<file path="src/rtl/uart_tx_serializer_if.sv">
// Handshake bundle between the system-side requester and the UART TX serializer.
// The requester drives word, valid and parity settings; the serializer returns the line and busy.
interface uart_tx_serializer_if #(
  parameter int DATA_WD = 8
);
  logic [DATA_WD-1:0] i_p_data;
  logic               i_data_valid;
  logic               i_par_en;
  logic               i_par_typ;
  logic               o_tx_out;
  logic               o_busy;

  modport master (
    output i_p_data,
    output i_data_valid,
    output i_par_en,
    output i_par_typ,
    input  o_tx_out,
    input  o_busy
  );

  modport slave (
    input  i_p_data,
    input  i_data_valid,
    input  i_par_en,
    input  i_par_typ,
    output o_tx_out,
    output o_busy
  );
endinterface

</file>
<file path="src/rtl/uart_tx_serializer.sv">
// UART transmit serializer, one bit per i_clk: start, data LSB-first, optional parity, stop.
// Define UART_TX_STOP2_EN to send two stop bits instead of one.
//
// state    | meaning
// S_IDLE   | line high, not busy, waiting for i_data_valid
// S_START  | start bit (0) on the line
// S_DATA   | data bit r_data[r_cnt] on the line
// S_PARITY | parity of the latched word on the line
// S_STOP   | stop bit(s) on the line
module uart_tx_serializer #(
  parameter int DATA_WD = 8
) (
  input  logic                  i_clk,
  input  logic                  i_rst,
  uart_tx_serializer_if.slave   io_bus
);

  localparam int CNT_WD = $clog2(DATA_WD);
  localparam logic [CNT_WD-1:0] CNT_LAST = CNT_WD'(DATA_WD - 1);
  localparam logic [CNT_WD-1:0] CNT_ONE  = CNT_WD'(1);

  typedef enum logic [2:0] {
    S_IDLE,
    S_START,
    S_DATA,
    S_PARITY,
    S_STOP
  } state_t;

  state_t             r_state;
  logic [CNT_WD-1:0]  r_cnt;
  logic [DATA_WD-1:0] r_data;
  logic               r_par_en;
  logic               r_par_typ;
  logic               r_tx_out;
  logic               r_busy;

  logic [CNT_WD-1:0]  w_cnt_nxt;
  logic               w_parity;

  assign w_cnt_nxt = r_cnt + CNT_ONE;
  // Parity comes from the shadow word so mid-frame input changes cannot leak in.
  assign w_parity  = (^r_data) ^ r_par_typ;

  always_ff @(posedge i_clk) begin
    if (!i_rst) begin
      r_state   <= S_IDLE;
      r_cnt     <= '0;
      r_data    <= '0;
      r_par_en  <= 1'b0;
      r_par_typ <= 1'b0;
      r_tx_out  <= 1'b1;
      r_busy    <= 1'b0;
    end else begin
      case (r_state)
        S_IDLE: begin
          if (io_bus.i_data_valid) begin
            r_data    <= io_bus.i_p_data;
            r_par_en  <= io_bus.i_par_en;
            r_par_typ <= io_bus.i_par_typ;
            r_state   <= S_START;
            r_tx_out  <= 1'b0;
            r_busy    <= 1'b1;
          end
        end
        S_START: begin
          r_state  <= S_DATA;
          r_cnt    <= '0;
          r_tx_out <= r_data[0];
        end
        S_DATA: begin
          if (r_cnt == CNT_LAST) begin
            r_cnt <= '0;
            if (r_par_en) begin
              r_state  <= S_PARITY;
              r_tx_out <= w_parity;
            end else begin
              r_state  <= S_STOP;
              r_tx_out <= 1'b1;
            end
          end else begin
            r_cnt    <= w_cnt_nxt;
            r_tx_out <= r_data[w_cnt_nxt];
          end
        end
        S_PARITY: begin
          r_state  <= S_STOP;
          r_tx_out <= 1'b1;
        end
        S_STOP: begin
`ifdef UART_TX_STOP2_EN
          // r_cnt counts the stop cycles already sent
          if (r_cnt == '0) begin
            r_cnt    <= CNT_ONE;
            r_tx_out <= 1'b1;
          end else begin
            r_cnt    <= '0;
            r_state  <= S_IDLE;
            r_tx_out <= 1'b1;
            r_busy   <= 1'b0;
          end
`else
          r_state  <= S_IDLE;
          r_tx_out <= 1'b1;
          r_busy   <= 1'b0;
`endif
        end
        default: begin
          r_state  <= S_IDLE;
          r_cnt    <= '0;
          r_tx_out <= 1'b1;
          r_busy   <= 1'b0;
        end
      endcase
    end
  end

  assign io_bus.o_tx_out = r_tx_out;
  assign io_bus.o_busy   = r_busy;

endmodule

</file>
<file path="src/flat_wrapper.sv">
// flat-port wrapper written by rule: the top's interface ports become plain ports
module uart_tx_serializer_flat 
#(
  parameter int DATA_WD = 8
)
  (i_clk, i_rst, io_bus_i_p_data, io_bus_i_data_valid, io_bus_i_par_en, io_bus_i_par_typ, io_bus_o_tx_out, io_bus_o_busy);
  uart_tx_serializer_if #(.DATA_WD(DATA_WD)) io_bus_i ();
  input  logic i_clk;
  input  logic i_rst;
  input wire logic [$bits(io_bus_i.i_p_data)-1:0] io_bus_i_p_data;
  input wire logic [$bits(io_bus_i.i_data_valid)-1:0] io_bus_i_data_valid;
  input wire logic [$bits(io_bus_i.i_par_en)-1:0] io_bus_i_par_en;
  input wire logic [$bits(io_bus_i.i_par_typ)-1:0] io_bus_i_par_typ;
  output wire logic [$bits(io_bus_i.o_tx_out)-1:0] io_bus_o_tx_out;
  output wire logic [$bits(io_bus_i.o_busy)-1:0] io_bus_o_busy;
  assign io_bus_i.i_p_data = io_bus_i_p_data;
  assign io_bus_i.i_data_valid = io_bus_i_data_valid;
  assign io_bus_i.i_par_en = io_bus_i_par_en;
  assign io_bus_i.i_par_typ = io_bus_i_par_typ;
  assign io_bus_o_tx_out = io_bus_i.o_tx_out;
  assign io_bus_o_busy = io_bus_i.o_busy;
  uart_tx_serializer #(.DATA_WD(DATA_WD)) u_core (.i_clk(i_clk), .i_rst(i_rst), .io_bus(io_bus_i));
endmodule
</file>
<file path="config.mk">
export PLATFORM = sky130hd
export DESIGN_NAME = uart_tx_serializer_flat
export DESIGN_NICKNAME = d
export VERILOG_FILES = /design/src/rtl/uart_tx_serializer_if.sv /design/src/rtl/uart_tx_serializer.sv /design/src/flat_wrapper.sv
export SDC_FILE = /design/constraint.sdc
export NUM_CORES = 1
export LEC_CHECK = 0
export ABC_AREA = 1
export ABC_CLOCK_PERIOD_IN_PS = 2100
export CAP_MARGIN = 20
export CORE_MARGIN = 5
export CORE_UTILIZATION = 46
export DETAILED_ROUTE_END_ITERATION = 8
export GPL_ROUTABILITY_DRIVEN = 0
export PLACE_DENSITY = 0.78
export SYNTH_ARGS = -nofsm -noshare
export SYNTH_HDL_FRONTEND = slang
export SYNTH_SLANG_ARGS = --single-unit
</file>
<file path="constraint.sdc">
create_clock -name i_clk -period 2.1 [get_ports i_clk]
set_clock_uncertainty 0.2 [all_clocks]
set_input_delay 0.42 -clock i_clk [delete_from_list [all_inputs] [get_ports i_clk]]
set_output_delay 0.42 -clock i_clk [all_outputs]
set_load 0.01 [all_outputs]
</file>
== Word level (Yosys, flattened, before mapping) ==
Cells that the tools add are included.
Widths: inputs -> output; s select.

* Bitwise operators: 2
* Equality and inequality tests: 7
* Magnitude comparators: 1
* Reduce and logical (&&, ||, !) cells: 7
* Add/sub/neg operators: 1
* Multiplexer cells: 14

{| class="wikitable"
|+ Operators with widths
! cell !! number
|-
| $mux 3 || 4
|-
| $pmux 3 s4 || 1
|-
| $reduce_xor 8->1 || 1
|-
| $eq 3x2->1 const B || 2
|-
| $eq 3x3->1 const B || 2
|-
| $pmux 3 s2 || 1
|-
| $reduce_and 2->1 || 3
|-
| $reduce_or 3->1 || 2
|-
| $mux 1 || 5
|-
| $lt 3x4->1 const B || 1
|-
| $add 3x1->3 const B || 1
|-
| $bmux 1 s3 || 1
|-
| $eq 3x1->1 const B || 1
|-
| $logic_not 3->1 || 1
|-
| $pmux 1 s3 || 1
|-
| $ne 2x1->1 const B || 1
|-
| $ne 2x2->1 const B || 1
|-
| $pmux 1 s2 || 1
|-
| $not 1->1 || 1
|-
| $xor 1x1->1 || 1
|}

* Input bits: 13
* Register bits after elaboration: 18
* Output and inout bits: 2

== Longest topological paths before layout ==
* Depth in word-level cells: 5
* Mapped depth: 12

== Worst setup path after synthesis ==
No wires, ideal clock.

* Path kind: register to register
* Start point: register u_core.r_cnt[0]
* End point: register u_core.r_tx_out (netlist: u_core.io_bus.o_tx_out)
* Period minus slack after synthesis: 1.654 ns
* Required time: 1.773 ns
* Slack: 0.446 ns
* Library setup time: 0.127 ns
* Cell stages (with the launch flop): 12
* Path buffers: 0
* Arrival time: 1.328 ns
* Path through: dfxtp_1 > ha_1 > ha_1 > inv_1 > a21oi_1 > o21ai_0 > nand3_1 > nand3_1 > nand2_1 > inv_1 > nand2_1 > nand3_1

* Longest elaborated chain between the ends: 5

{| class="wikitable"
|+ RTL lines
! what !! line !! text
|-
| start: declaration || uart_tx_serializer.sv:31 || <nowiki>logic [CNT_WD-1:0] r_cnt;</nowiki>
|-
| start signal: assignment || uart_tx_serializer.sv:82 || <nowiki>r_cnt <= w_cnt_nxt;</nowiki>
|-
| $add 3x1->3 || uart_tx_serializer.sv:41 || <nowiki>assign w_cnt_nxt = r_cnt + CNT_ONE;</nowiki>
|-
| $bmux 1 s3 || uart_tx_serializer.sv:83 || <nowiki>r_tx_out <= r_data[w_cnt_nxt];</nowiki>
|-
| $mux 1 (implied by the code) || uart_tx_serializer.sv:83 ||
|-
| $mux 1 * || uart_tx_serializer.sv:72 || <nowiki>if (r_cnt == CNT_LAST) begin</nowiki>
|-
| $pmux 1 s3 * || uart_tx_serializer.sv:55 || <nowiki>case (r_state)</nowiki>
|-
| end signal: assignment || uart_tx_serializer.sv:69 || <nowiki>r_tx_out <= r_data[0];</nowiki>
|-
| end signal: assignment || uart_tx_serializer.sv:76 || <nowiki>r_tx_out <= w_parity;</nowiki>
|-
| end signal: assignment || uart_tx_serializer.sv:83 ||
|-
| end: declaration || uart_tx_serializer.sv:35 || <nowiki>logic r_tx_out;</nowiki>
|}

Every way passes the cells marked *; elsewhere a longest branch is shown, timed or not. The select of a mux whose other input is x is not followed.
A chain may end at the register's enable or synchronous reset.

== Worst setup path after layout ==
Ends and elaborated chain as after synthesis.

==> results.yml <==
min_path:
  whs_path_depth: 2
  hold_path_class: "reg2reg"
logic_synthesis:
  syn_avg_cell_area_um2: 6.593
  synth_top_family_by_area: "simple AND/OR/NAND/NOR gates"
  synthSimpleGateAreaFrac_pct: 25.65
  syn_area_um2: 955.9
  synthMuxAreaShare_pct: 0
  syn_inst: 145
  synth-seq-area-share_pct: 37.70
  ys_ff_latch: 18
  synth_fa_ha_area_share_pct: 2.618
  yosysTopAreaCell: "dfxtp_1"
  yosysWarnings: 0
  synth_area_leaders: "dfxtp_1 (38%), nand2_1 (15%), o21ai_0 (9.9%)"
  synthXorXnorAreaFrac_pct: 0.9162
  synth_nets: 160
  yosysTopAreaCellShare_pct: 37.70
  ys_types: 18
  ys.flop_type: "dfxtp_1"
  async_flop_share_pct: 0
  synth_compound_area_share_pct: 21.07
  synth_edf_count: 0
routing:
  wl_met2_um: 1110
  dr.pass1.iters: 4
  top_layer_used: "met4"
  met3_wirelength_um: 76
  vias_per_cell: 5.074
  via_count: 959
  ant_nets: 0
  drtIter0Drc: 33
  wl_met1_um: 956
  drc: 0
  totalWireLength_um: 2191
  wl_per_cell_um: 11.59
clock_tree:
  h-tree-depth: 1
  worstSkewPairLatency_ps: 300
  clk_pin_slew_ps: 110
  clock_sinks: 18
  cts_buffer_depth: 2
  hold_buffers: 0
  tritoncts: "done"
  root_buffer: "clkbuf_4"
  cts_buffers: 3
critical_path:
  critical_path_required_ps: 2080
  worst_ep_arrival_time_ps: 1990
  worstSetupPathType: "reg2reg"
  reg2reg_depth: 11
  slowest_delay_ps: 380
  endpoint_kind: "flip-flop"
  worstSetupStartpointType: "flip-flop"
  crit_buf_inv: 2
  cp_max_fo: 10
  crit_chain: "ha_1 -> ha_1 -> inv_1 -> a21oi_1 -> o21ai_0 -> nand3b_1 -> nand3_1 -> nand2_1 -> inv_1 -> nand2_1 -> nand3_1"
  cpLargestDelayFamily: "adder cells"
  crit_slowest_cell: "dfxtp_2"
  path_depth: 11
placed_design:
  dp_hpwl_um: 1655
  dp_cells: 185
  io_buffers: 14
  place_ws_ps: 155.4
sta:
  worst_pin_slew_ps: 302.6
  fin_crit_ps: 2004
  max_slew_margin_pct: 79.61
  max_freq_ghz: 0.4991
  hold_violations: 0
  rsz0062_at_grt: "no"
  post-route-period-util_pct: 95.42
  tns_ps: 0
  final.setup.worst_slack_ps: 96.23
  slew_violations: 0
  setup_viol_count_final: 0
floorplanning:
  core_mm2: 0.001962
  std_cell_rows: 16
  fp.dieH_um: 55.59
  dieArea_mm2: 0.003090
  ios: 15
  fp.dieW_um: 55.59
  initial_utilization_pct: 48.72
global_route:
  grt_max_degree: 21
  grt.total_usage_pct: 14.87
  grt_pass1_wl_um: 3774
  antenna_found_initial: 0
  first_global_vias: 970
  grt_overflow: 0
cells_and_area:
  diodes: 0
  syn_to_final_growth_pct: 22.64
  fin_util_pct: 59.76
  layout-drive-gt1-share_pct: 9.259
  layout.cells.non_filler: 189
  fin_nets: 178
power_and_ir_drop:
  p_leak_nw: 0.5398
  peakVddDrop_mv: 0.5887
  power_density_mw_per_mm2: 1214
status:
  status: "finished, final reports clean"
job:
  drv_cap: 0
==> placed cells by master, fill, tap and decap left out, drive strengths merged <==
cell,count
o21ai,19
nand3b,1
ha,2
a21oi,17
xnor2,1
buf,3
inv,26
nand3,8
o31ai,1
dfxtp,18
nand2,37
nor3,2
a211oi,1
clkbuf,4
nor2,7
a31oi,1
clkdlybuf4s50,14
==> state kept, by name, summed over array words and instances, names as in the netlist <==
| register | cells |
|---|---|
| u_core.r_state | 3 |
| u_core.io_bus.o_tx_out | 1 |
| u_core.r_par_en | 1 |
| u_core.io_bus.o_busy | 1 |
| u_core.r_data | 8 |
| u_core.r_cnt | 3 |
| u_core.r_par_typ | 1 |
==> kinds of logic after synthesis <==
group                      after synthesis
adders and majority gates                2
and+or+nand+nor                         55
xor gates and xnor gates                 1
DFF                                     18
buffers and inverters                   30
AOI/OAI and AO/OA                       39
==> area by class of cell <==
cell class | instances | area, µm²
Tap cell | 27 | 33.78
Timing Repair Buffer | 17 | 162.7
Inverter | 26 | 97.59
Clock buffer | 4 | 36.28
Sequential cell | 18 | 361.6
Fill cell | 202 | 789.5
Multi-Input combinational cell | 97 | 480.5
==> routing by layer <==
| metal | GRT usage (%) | vias to the layer above |
|---|---|---|
| li1 | - | 497 |
| met3 | 3.248 | 7 |
| met4 | 5.903 | 0 |
| met1 | 15.33 | 436 |
| met2 | 28.55 | 19 |
| met5 | 0 | - |
==> power by group <==
part	leakage, nW	total (mW)	internal (mW)	switching (mW)
Clock	0.0210	0.219	0.106	0.113
Sequential	0.149	0.558	0.452	0.106
Combinational	0.370	0.646	0.255	0.391
==> per-stage QoR <==
step	power, mW	cell area, µm²	hold slack [ps]
after floorplan	1.027	955.9	236.3
after global placement	1.176	1135	248.3
after detailed placement	1.200	1135	267.6
after CTS	1.422	1171	283.2
after global routing	1.544	1172	307.4
final	1.423	1172	278.0
==> synth_stat cells (3+ instances only) <==
| cell type | instances |
|---|---|
| nand2_1 | 37 |
| nor2_4 | 3 |
| dfxtp_1 | 18 |
| inv_2 | 4 |
| a21oi_1 | 17 |
| nand3_1 | 8 |
| o21ai_0 | 19 |
| inv_1 | 22 |
| nor2_1 | 4 |
==> what timing repair did <==
action / 4_1_cts / 5_1_grt
hold endpoints to repair: 0 / 0
gates resized for setup: 0 / 1
setup endpoints to repair: 0 / 1
buffers inserted: 0 / 0
==> worst min-delay path: cells and delay by family, from the launching register on <==
family,cells,cell delay (ps)
buffers and inverters,1,60
DFF,1,340
AOI/OAI and AO/OA,1,50
==> final timing paths <==
check / startpoint / end / slack, ps
min reg2reg: u_core.r_par_typ / u_core.r_par_typ / 280
max: u_core.r_cnt[0] / u_core.io_bus.o_tx_out / 100
min: u_core.r_par_typ / u_core.r_par_typ / 280
max reg2reg: u_core.r_cnt[0] / u_core.io_bus.o_tx_out / 100
(Power assumes the default switching activity.)
